--- config.mk ---
export PLATFORM = sky130hd
export DESIGN_NAME = axi_regbus_bridge
export DESIGN_NICKNAME = d
export VERILOG_FILES = /design/src/rtl/axi_regbus_pkg.sv /design/src/rtl/axi_burst_addr_gen.sv /design/src/rtl/axi_regbus_bridge.sv
export SDC_FILE = /design/constraint.sdc
export NUM_CORES = 1
export LEC_CHECK = 0
export ABC_CLOCK_PERIOD_IN_PS = 6880
export CAP_MARGIN = 10
export CELL_PAD_IN_SITES_DETAIL_PLACEMENT = 0
export CELL_PAD_IN_SITES_GLOBAL_PLACEMENT = 1
export CORE_UTILIZATION = 51
export DETAILED_ROUTE_END_ITERATION = 6
export DONT_BUFFER_PORTS = 1
export PLACE_DENSITY = 0.92
export SYNTH_ARGS = -nofsm -noshare
export SYNTH_HDL_FRONTEND = slang
export SYNTH_SLANG_ARGS = --single-unit
--- constraint.sdc ---
create_clock -name clk -period 6.88 [get_ports clk]
set_clock_uncertainty 0.1 [all_clocks]
set_input_delay 0.688 -clock clk [delete_from_list [all_inputs] [get_ports clk]]
set_output_delay 0.688 -clock clk [all_outputs]
set_load 0.01 [all_outputs]
--- src/rtl/axi_regbus_pkg.sv ---
// rtl/axi_regbus_pkg.sv - shared state, response and burst encodings for the AXI register-bus bridge
package axi_regbus_pkg;

  typedef enum logic [2:0] {
    IDLE  = 3'd0,
    WDATA = 3'd1,
    WACC  = 3'd2,
    BRESP = 3'd3,
    RACC  = 3'd4,
    RDATA = 3'd5
  } state_e;

  localparam logic [1:0] RESP_OKAY   = 2'b00;
  localparam logic [1:0] RESP_SLVERR = 2'b10;

  localparam logic [1:0] BURST_FIXED = 2'b00;
  localparam logic [1:0] BURST_INCR  = 2'b01;
  localparam logic [1:0] BURST_WRAP  = 2'b10;

  // Only FIXED and INCR with beats no wider than the data bus reach the register bus.
  function automatic logic burst_supported(input logic [2:0] size, input logic [1:0] burst,
                                           input logic [2:0] max_size);
    return ((burst == BURST_FIXED) || (burst == BURST_INCR)) && (size <= max_size);
  endfunction

endpackage

--- src/rtl/axi_burst_addr_gen.sv ---
// rtl/axi_burst_addr_gen.sv - next beat address and support check for one AXI burst
module axi_burst_addr_gen
  import axi_regbus_pkg::*;
#(
  parameter int ADDR_WIDTH = 32,
  parameter int STRB_WIDTH = 4
) (
  input  logic [ADDR_WIDTH-1:0] addr_i,
  input  logic [2:0]            size_i,
  input  logic [1:0]            burst_i,
  output logic [ADDR_WIDTH-1:0] next_addr_o,
  output logic                  supported_o
);

  localparam logic [2:0] MAX_SIZE = 3'($clog2(STRB_WIDTH));

  always_comb begin
    supported_o = burst_supported(size_i, burst_i, MAX_SIZE);
    next_addr_o = addr_i;
    if (supported_o && (burst_i == BURST_INCR)) begin
      next_addr_o = addr_i + (ADDR_WIDTH'(1) << size_i);
    end
  end

endmodule

--- src/rtl/axi_regbus_bridge.sv ---
// rtl/axi_regbus_bridge.sv - AXI4 slave replaying bursts as single-word register-bus accesses
// Define AXI_REGBUS_TIMEOUT_EN to abort accesses that see no reg_ack within TIMEOUT_CYCLES.
module axi_regbus_bridge
  import axi_regbus_pkg::*;
#(
  parameter int DATA_WIDTH     = 32,
  parameter int ADDR_WIDTH     = 32,
  parameter int STRB_WIDTH     = DATA_WIDTH / 8,
  parameter int ID_WIDTH       = 8,
  parameter int REG_ADDR_WIDTH = 16,
  parameter int TIMEOUT_CYCLES = 256
) (
  input  logic                      clk,
  input  logic                      rst,
  input  logic [ID_WIDTH-1:0]       s_axi_awid,
  input  logic [ADDR_WIDTH-1:0]     s_axi_awaddr,
  input  logic [7:0]                s_axi_awlen,
  input  logic [2:0]                s_axi_awsize,
  input  logic [1:0]                s_axi_awburst,
  input  logic                      s_axi_awvalid,
  output logic                      s_axi_awready,
  input  logic [ID_WIDTH-1:0]       s_axi_arid,
  input  logic [ADDR_WIDTH-1:0]     s_axi_araddr,
  input  logic [7:0]                s_axi_arlen,
  input  logic [2:0]                s_axi_arsize,
  input  logic [1:0]                s_axi_arburst,
  input  logic                      s_axi_arvalid,
  output logic                      s_axi_arready,
  input  logic [DATA_WIDTH-1:0]     s_axi_wdata,
  input  logic [STRB_WIDTH-1:0]     s_axi_wstrb,
  input  logic                      s_axi_wlast,
  input  logic                      s_axi_wvalid,
  output logic                      s_axi_wready,
  output logic [ID_WIDTH-1:0]       s_axi_bid,
  output logic [1:0]                s_axi_bresp,
  output logic                      s_axi_bvalid,
  input  logic                      s_axi_bready,
  output logic [ID_WIDTH-1:0]       s_axi_rid,
  output logic [DATA_WIDTH-1:0]     s_axi_rdata,
  output logic [1:0]                s_axi_rresp,
  output logic                      s_axi_rlast,
  output logic                      s_axi_rvalid,
  input  logic                      s_axi_rready,
  output logic                      reg_req,
  output logic                      reg_we,
  output logic [REG_ADDR_WIDTH-1:0] reg_addr,
  output logic [DATA_WIDTH-1:0]     reg_wdata,
  output logic [STRB_WIDTH-1:0]     reg_wstrb,
  input  logic                      reg_ack,
  input  logic [DATA_WIDTH-1:0]     reg_rdata,
  input  logic                      reg_err
);

  localparam logic [2:0] MAX_SIZE = 3'($clog2(STRB_WIDTH));
  localparam logic [REG_ADDR_WIDTH-1:0] WORD_MASK = ~REG_ADDR_WIDTH'(STRB_WIDTH - 1);

  if (TIMEOUT_CYCLES < 2) begin : g_bad_timeout
    $error("TIMEOUT_CYCLES must be at least 2");
  end

  state_e                    state_q;
  logic                      prio_wr_q;
  logic                      awready_q, arready_q, wready_q;
  logic                      bvalid_q, rvalid_q, rlast_q;
  logic [1:0]                bresp_q, rresp_q;
  logic [DATA_WIDTH-1:0]     rdata_q;
  logic                      reg_req_q, reg_we_q;
  logic [REG_ADDR_WIDTH-1:0] reg_addr_q;
  logic [DATA_WIDTH-1:0]     reg_wdata_q;
  logic [STRB_WIDTH-1:0]     reg_wstrb_q;
  logic [ID_WIDTH-1:0]       id_q;
  logic [ADDR_WIDTH-1:0]     addr_q, addr_d;
  logic [7:0]                len_q, beat_q;
  logic [2:0]                size_q;
  logic [1:0]                burst_q;
  logic                      err_q;
  logic                      supported;
  logic                      last_beat;
  logic                      acc_done, acc_err;
  logic [DATA_WIDTH-1:0]     acc_rdata;

  function automatic logic [REG_ADDR_WIDTH-1:0] word_addr(input logic [ADDR_WIDTH-1:0] a);
    return a[REG_ADDR_WIDTH-1:0] & WORD_MASK;
  endfunction

  axi_burst_addr_gen #(
    .ADDR_WIDTH(ADDR_WIDTH),
    .STRB_WIDTH(STRB_WIDTH)
  ) u_addr_gen (
    .addr_i     (addr_q),
    .size_i     (size_q),
    .burst_i    (burst_q),
    .next_addr_o(addr_d),
    .supported_o(supported)
  );

  assign last_beat = (beat_q == len_q);

`ifdef AXI_REGBUS_TIMEOUT_EN
  localparam int TMO_W = $clog2(TIMEOUT_CYCLES + 1);
  logic [TMO_W-1:0] tmo_q;
  logic             tmo_hit;

  assign tmo_hit = reg_req_q && (tmo_q == TMO_W'(TIMEOUT_CYCLES - 1));

  always_ff @(posedge clk or posedge rst) begin
    if (rst) begin
      tmo_q <= '0;
    end else if (!reg_req_q || acc_done) begin
      tmo_q <= '0;
    end else begin
      tmo_q <= tmo_q + 1'b1;
    end
  end

  // A real ack in the expiry cycle still wins over the internal abort.
  always_comb begin
    acc_done  = reg_req_q && (reg_ack || tmo_hit);
    acc_err   = reg_ack ? reg_err : 1'b1;
    acc_rdata = reg_ack ? reg_rdata : '0;
  end
`else
  always_comb begin
    acc_done  = reg_req_q && reg_ack;
    acc_err   = reg_err;
    acc_rdata = reg_rdata;
  end
`endif

  always_ff @(posedge clk or posedge rst) begin
    if (rst) begin
      state_q     <= IDLE;
      prio_wr_q   <= 1'b1;
      awready_q   <= 1'b0;
      arready_q   <= 1'b0;
      wready_q    <= 1'b0;
      bvalid_q    <= 1'b0;
      bresp_q     <= RESP_OKAY;
      rvalid_q    <= 1'b0;
      rlast_q     <= 1'b0;
      rresp_q     <= RESP_OKAY;
      rdata_q     <= '0;
      reg_req_q   <= 1'b0;
      reg_we_q    <= 1'b0;
      reg_addr_q  <= '0;
      reg_wdata_q <= '0;
      reg_wstrb_q <= '0;
      id_q        <= '0;
      addr_q      <= '0;
      len_q       <= '0;
      size_q      <= '0;
      burst_q     <= '0;
      beat_q      <= '0;
      err_q       <= 1'b0;
    end else begin
      unique case (state_q)
        IDLE: begin
          if (awready_q) begin
            awready_q <= 1'b0;
            if (s_axi_awvalid) begin
              id_q     <= s_axi_awid;
              addr_q   <= s_axi_awaddr;
              len_q    <= s_axi_awlen;
              size_q   <= s_axi_awsize;
              burst_q  <= s_axi_awburst;
              beat_q   <= '0;
              err_q    <= 1'b0;
              wready_q <= 1'b1;
              state_q  <= WDATA;
            end
          end else if (arready_q) begin
            arready_q <= 1'b0;
            if (s_axi_arvalid) begin
              id_q    <= s_axi_arid;
              addr_q  <= s_axi_araddr;
              len_q   <= s_axi_arlen;
              size_q  <= s_axi_arsize;
              burst_q <= s_axi_arburst;
              beat_q  <= '0;
              if (burst_supported(s_axi_arsize, s_axi_arburst, MAX_SIZE)) begin
                reg_req_q  <= 1'b1;
                reg_we_q   <= 1'b0;
                reg_addr_q <= word_addr(s_axi_araddr);
                state_q    <= RACC;
              end else begin
                rvalid_q <= 1'b1;
                rdata_q  <= '0;
                rresp_q  <= RESP_SLVERR;
                rlast_q  <= (s_axi_arlen == 8'd0);
                state_q  <= RDATA;
              end
            end
          end else if (s_axi_awvalid && (!s_axi_arvalid || prio_wr_q)) begin
            awready_q <= 1'b1;
            prio_wr_q <= 1'b0;
          end else if (s_axi_arvalid) begin
            arready_q <= 1'b1;
            prio_wr_q <= 1'b1;
          end
        end

        WDATA: begin
          if (s_axi_wvalid) begin
            if (s_axi_wlast != last_beat) err_q <= 1'b1;
            if (supported) begin
              reg_wdata_q <= s_axi_wdata;
              reg_wstrb_q <= s_axi_wstrb;
              reg_addr_q  <= word_addr(addr_q);
              wready_q    <= 1'b0;
              reg_req_q   <= 1'b1;
              reg_we_q    <= 1'b1;
              state_q     <= WACC;
            end else begin
              // Unsupported bursts drain every W beat without touching the register bus.
              err_q <= 1'b1;
              if (last_beat) begin
                wready_q <= 1'b0;
                bvalid_q <= 1'b1;
                bresp_q  <= RESP_SLVERR;
                state_q  <= BRESP;
              end else begin
                beat_q <= beat_q + 8'd1;
              end
            end
          end
        end

        WACC: begin
          if (acc_done) begin
            reg_req_q <= 1'b0;
            reg_we_q  <= 1'b0;
            err_q     <= err_q | acc_err;
            if (last_beat) begin
              bvalid_q <= 1'b1;
              bresp_q  <= (err_q || acc_err) ? RESP_SLVERR : RESP_OKAY;
              state_q  <= BRESP;
            end else begin
              beat_q   <= beat_q + 8'd1;
              addr_q   <= addr_d;
              wready_q <= 1'b1;
              state_q  <= WDATA;
            end
          end
        end

        BRESP: begin
          if (s_axi_bready) begin
            bvalid_q <= 1'b0;
            err_q    <= 1'b0;
            state_q  <= IDLE;
          end
        end

        RACC: begin
          if (acc_done) begin
            reg_req_q <= 1'b0;
            rdata_q   <= acc_rdata;
            rresp_q   <= acc_err ? RESP_SLVERR : RESP_OKAY;
            rlast_q   <= last_beat;
            rvalid_q  <= 1'b1;
            state_q   <= RDATA;
          end
        end

        RDATA: begin
          if (s_axi_rready) begin
            if (rlast_q) begin
              rvalid_q <= 1'b0;
              rlast_q  <= 1'b0;
              state_q  <= IDLE;
            end else begin
              beat_q <= beat_q + 8'd1;
              addr_q <= addr_d;
              if (supported) begin
                rvalid_q   <= 1'b0;
                reg_req_q  <= 1'b1;
                reg_addr_q <= word_addr(addr_d);
                state_q    <= RACC;
              end else begin
                rdata_q <= '0;
                rresp_q <= RESP_SLVERR;
                rlast_q <= (beat_q + 8'd1 == len_q);
              end
            end
          end
        end

        default: state_q <= IDLE;
      endcase
    end
  end

  assign s_axi_awready = awready_q;
  assign s_axi_arready = arready_q;
  assign s_axi_wready  = wready_q;
  assign s_axi_bid     = id_q;
  assign s_axi_bresp   = bresp_q;
  assign s_axi_bvalid  = bvalid_q;
  assign s_axi_rid     = id_q;
  assign s_axi_rdata   = rdata_q;
  assign s_axi_rresp   = rresp_q;
  assign s_axi_rlast   = rlast_q;
  assign s_axi_rvalid  = rvalid_q;
  assign reg_req       = reg_req_q;
  assign reg_we        = reg_we_q;
  assign reg_addr      = reg_addr_q;
  assign reg_wdata     = reg_wdata_q;
  assign reg_wstrb     = reg_wstrb_q;

endmodule

# == After elaboration in Yosys (flattened, before gate mapping) ==
# Index checks and enable logic that the tools add are counted.
# word_totals
reg_bits,162
# op_classes
add_sub_neg,2
magnitude_cmp,2
n_eq_ne,38
n_shift,1
mux,153
bitwise,3
n_reduce_logical,44
# ops
op,count
32-bit two-way mux,17
32-bit case mux with 3 select lines,2
16-bit two-way mux,9
8-bit two-way mux,18
1-bit two-way mux,58
3-bit two-way mux,17
16-bit case mux with 3 select lines,1
"2-bit != test, second input constant",21
2-bit two-way mux,20
32-bit adder,1
8-bit case mux with 4 select lines,1
"1-bit by 3-bit << shifter with 32-bit output, first input constant",1
9-bit AND reduction,3
8-bit AND reduction,3
7-bit AND reduction,3
10-bit AND reduction,2
"3-bit != test, second input constant",6
3-bit case mux with 6 select lines,1
8-bit == test,2
1-bit case mux with 3 select lines,5
3-bit nonzero test,5
4-bit nonzero test,3
"8-bit by 1-bit adder with 8-bit output, second input constant",1
8-bit zero test,1
24 further kinds,42

# == Longest topological paths before layout ==
# logic_depth
ltp_word,9
mapped_depth,10
ltp_nobuf,9

# == By module ==
# A second synthesis with hierarchy kept.
# unflattened
cells_unflattened,993
area_unflattened_um2,9043.7
# by_module_without_submodules
mod,instances,cells_each,area_per_inst_um2,seq_area_each_um2
axi_regbus_bridge,1,846,8026.4,3955.0
axi_burst_addr_gen,1,147,1017.2,0.0

# == Least setup slack after synthesis ==
# No wires, ideal clock.
# synth_timing
path_kind,flip-flop to flip-flop
from,reg size_q[2]
to,reg addr_q[13]
t_arrival_ns,2.259
t_required_ns,6.701
setup_slack_ns,4.442
path_stages_with_launch,10
path_buffers,1
synth_period_minus_slack_ns,2.438
path_cell_list,dfrtp_1 -> buf_4 -> nor3b_1 -> ha_1 -> a21o_1 -> nand4_1 -> a2111oi_4 -> o21ai_0 -> a21oi_1 -> a2bb2oi_1
# synth_between
elab_chain_len,7
elab_cells_between_ends,11
cone_classes,1 x add/sub; 1 x order compare; 1 x shift; 6 x mux; 2 x reduce/logical
# synth_lines
item,line,text
from (decl),axi_regbus_bridge.sv:74,logic [2:0] size_q;
from (signal assigned),axi_regbus_bridge.sv:164,size_q <= s_axi_awsize;
from (signal assigned),axi_regbus_bridge.sv:177,size_q <= s_axi_arsize;
"parallel branches: the longest is 3 deep, another holds 32-bit adder",-,
32-bit two-way mux (*),axi_burst_addr_gen.sv:20,if (supported_o && (burst_i == BURST_INCR)) begin
"32-bit two-way mux, on equally long branches","axi_regbus_bridge.sv:267, axi_regbus_bridge.sv:233",
"32-bit two-way mux, on equally long branches","axi_regbus_bridge.sv:266, axi_regbus_bridge.sv:229",
32-bit case mux with 3 select lines (*),axi_regbus_bridge.sv:156,unique case (state_q)
to (signal assigned),axi_regbus_bridge.sv:162,addr_q <= s_axi_awaddr;
to (signal assigned),axi_regbus_bridge.sv:175,addr_q <= s_axi_araddr;
to (signal assigned),axi_regbus_bridge.sv:273,addr_q <= addr_d;
to (decl),axi_regbus_bridge.sv:72,"logic [ADDR_WIDTH-1:0] addr_q, addr_d;"
# Every way passes the cells marked *. The select of a mux whose other input is x is not followed.
# A chain may end at the register's enable or synchronous reset.

# == Worst setup path in the final report ==
# layout_timing
from,reg state_q[0]
to,reg addr_q[14]
# layout_between
elab_chain_len,3
elab_cells_between_ends,13
cone_classes,9 x eq/ne; 1 x mux; 3 x reduce/logical
# layout_lines
item,line,text
from (decl),axi_regbus_bridge.sv:61,state_e state_q;
from (signal assigned),axi_regbus_bridge.sv:132,state_q <= IDLE;
from (signal assigned),axi_regbus_bridge.sv:169,state_q <= WDATA;
from (signal assigned),axi_regbus_bridge.sv:184,state_q <= RACC;
3-bit == test (tied with other cells),axi_regbus_bridge.sv:156,
2-bit != test (no line) (tied with other cells),-,
8-bit AND reduction (no line),-,
to (signal assigned),axi_regbus_bridge.sv:162,
to (signal assigned),axi_regbus_bridge.sv:175,
to (signal assigned),axi_regbus_bridge.sv:239,addr_q <= addr_d;
# Parallel ways exist; a longest one is shown, timed or not.

==> reports/results.txt <==
Initial Utilization - 53.0%
Post-synth top area share - 45.3%
Post-synth EDFFs - 0
Max frequency - 310 MHz
Post-CTS sizing - 0
Setup slack, reg-to-reg - 3.65 ns
Crit share post-route - 46.9%
Clk sinks - 142
Top FF cell, synth - dfrtp_1
Die W - 126 µm
Core Region - 14700 µm²
Reg power frac - 40.7%
CTS tree - done
CP startpoint kind - register
Share of layout cells above drive strength 1 - 13.5%
Max Buffers Root-to-Sink - 2
Status - finished with violations
Post-CTS Hold Buffers - 0
Worst setup path start - state_q[0]
# IOs - 296
Pint - 0.00219 W
Tmin final - 3.23 ns
Yosys cell types - 73
Final worst setup slack - 3.65 ns
Sequential share of the synthesized area - 45.7%
Avg Cell Area, Syn - 9.54 µm²
Worst rel slew slack - 22.5%
Max-cap violation count - 0
Die H - 126 µm
Area delta synth->final - 7.52%
Final WL - 19.2 mm
R2R cell count - 6
CTS clk-pin slew, worst paths - 0.06 ns
Fin Setup TNS - 0 ns
Largest net degree at the start of global routing - 74
H-tree Lvls - 4
Clock power frac - 23.6%
Maximum VDD drop - 0.205 mV
Hold Path Class - in -> async
Critical Path End Type - register
Worst-path fanout max - 23
Final hold violations - 0
Synth Instances - 816
Global-route wire length before repair - 30.8 mm
Combinational share of power - 35.8%
Avg WL per Cell - 19.6 µm
RSZ-0062 raised after global routing - false
Cells after DPL - 946
Synth cell count leaders - dfrtp_1, nand2_1, a21oi_1, nor2_1, o21ai_0
Vias per inst - 6.22
Routed Antenna Nets - 0
Req. time, crit path - 7.07 ns
Layout Cells excl Fill - 978
Initial antenna violation count - 0
Failing checks - DRC
Pre-CTS WS - 3.77 ns
GRT Util Overall - 25.0%
Antenna Cells - 0
Final-report max-slew violation count - 0
Skew-Pair Late Insertion Delay - 0.41 ns
Count leader, synth - dfrtp_1
Setup CP Type - reg -> reg
Endpoints failing setup - 0
DR vias - 6088
Worst Tran Pin Value - 1.16 ns
Worst setup endpoint - addr_q[14]
Vias in the first global route - 6035
Worst EP arrival - 3.42 ns
PortBufs - 0
Ranking of synthesized cells by area - dfrtp_1, mux2_2, nand2_1
Rows - 44
Synth warn - 0
Net load switching power - 0.00160 W
Switching share of power - 42.2%
Syn Std Cell Area - 7780 µm²
Layout Nets - 975
Worst reg2reg startpoint - state_q[0]
Number of setup buffers added after CTS - 0
Total Die Area - 15800 µm²
FF-to-FF End - addr_q[14]
#FFs+latches synth - 142
Dpl hpwl - 13.6 mm
Pwr dens - 453 nW/µm²
Fraction of registers with async set/reset - 100%
Yosys top cell by area - dfrtp_1
Initial DRC Count - 390
CTS root buffer - clkbuf_16
Lkg Pwr - 3.59 nW
Pre-antenna DRT Iters - 7
Gpl congestion - 0.906
DRC - 17
GRT overflow - 0
Worst hold slack - 0.118 ns
TritonCTS Buffers - 17
==> power groups by stage <==
stage	registers, W	logic (W)	clock network [W]
detailed placement	0.00155	0.00135	0
floorplan	0.00140	0.00120	0
global placement	0.00154	0.00128	0
global route	0.00159	0.00152	0.000952
CTS	0.00154	0.00135	0.000914
finish	0.00154	0.00136	0.000893
==> through the flow <==
step	utilization, %	area [µm²]	total power [W]
final	56.9	8370	0.00379
after detailed placement	53.0	7800	0.00290
after global routing	56.9	8370	0.00406
after CTS	56.9	8370	0.00381
after global placement	53.0	7800	0.00281
after floorplan	-	7800	0.00260
==> registers in the layout, summed over array words and instances (netlist names), 2 cells and up <==
name / flops
size_q: 3
reg_addr: 14
reg_wstrb: 4
addr_q: 16
s_axi_bid: 8
state_q: 3
beat_q: 8
len_q: 8
reg_wdata: 32
burst_q: 2
s_axi_rdata: 32
==> worst max-delay path, stage by stage, from the launching register on <==
cell and delay (ns):
dfrtp_1 0.76, nand2b_1 0.69, nor2_1 0.77, nor2_1 0.28
a31o_2 0.28, a21oi_1 0.16, a21oi_1 0.05
==> metal layers <==
metal,wire length [µm],share of wire [%],global-route usage (%),vias up
met2,9540,50,41.5,265
met1,7850,41,30.9,2933
met3,1490,7.8,7.66,22
met4,294,1.5,8.54,0
li1,-,-,-,2868
met5,0,0,0,-
==> cells by family after synthesis <==
logic type	count (synthesis)	synth area share (%)
XOR/XNOR	26	2.93
AO/OA/AOI/OAI	223	18.5
flip-flops	142	45.7
buffers and inverters	76	4.68
adder cells (fa/ha/maj)	10	1.70
other	1	0.0482
AND/OR/NAND/NOR	257	15.3
multiplexers	81	11.2
==> final cells by class <==
type / instances / area (µm²)
tap: 184 / 230
clock inverter: 14 / 145
sequential: 142 / 3560
inverter: 9 / 38.8
fill: 1288 / 6330
timing repair buffer: 10 / 75.1
multi-input combinational: 601 / 3900
clock buffer: 18 / 429
==> worst min path at each step <==
stage / startpoint / endpoint / slack [ns] / cells past startpoint
after floorplan: err_q / err_q / 0.36 / 1
after global placement: err_q / err_q / 0.37 / 1
after detailed placement: err_q / err_q / 0.38 / 1
after CTS: rst / s_axi_rdata[12] / 0.12 / 1
after global routing: rst / s_axi_rdata[12] / 0.15 / 1
final: rst / reg_wstrb[3] / 0.12 / 1
==> layout by cell type (no fill, tap or decap), types with 3 or more instances in the layout <==
cell type,Yosys,routed
a211oi_1,6,6
a21o_1,7,7
a21oi_1,61,61
a221o_1,3,3
a22o_1,5,5
a2bb2oi_1,7,7
a31oi_1,14,14
and2_1,4,4
and3_1,8,8
and3b_1,3,3
buf_4,16,10
clkbuf_16,0,17
clkinvlp_4,0,3
conb_1,1,4
dfrtp_1,141,140
ha_1,9,9
inv_1,9,8
inv_6,0,8
mux2_2,47,47
mux2i_1,34,34
nand2_1,105,105
nand2b_1,5,5
nand3_1,22,22
nand3b_1,5,5
nand4_1,6,6
nor2_1,60,59
nor2b_1,6,6
nor3_1,12,11
nor3b_1,4,4
nor4_1,3,3
o211ai_1,4,4
o21ai_0,59,59
o22a_1,3,3
o22ai_1,17,17
o2bb2ai_1,3,3
o31ai_1,3,3
xnor2_1,18,18
xor2_1,8,8
(Power assumes the default switching activity.)
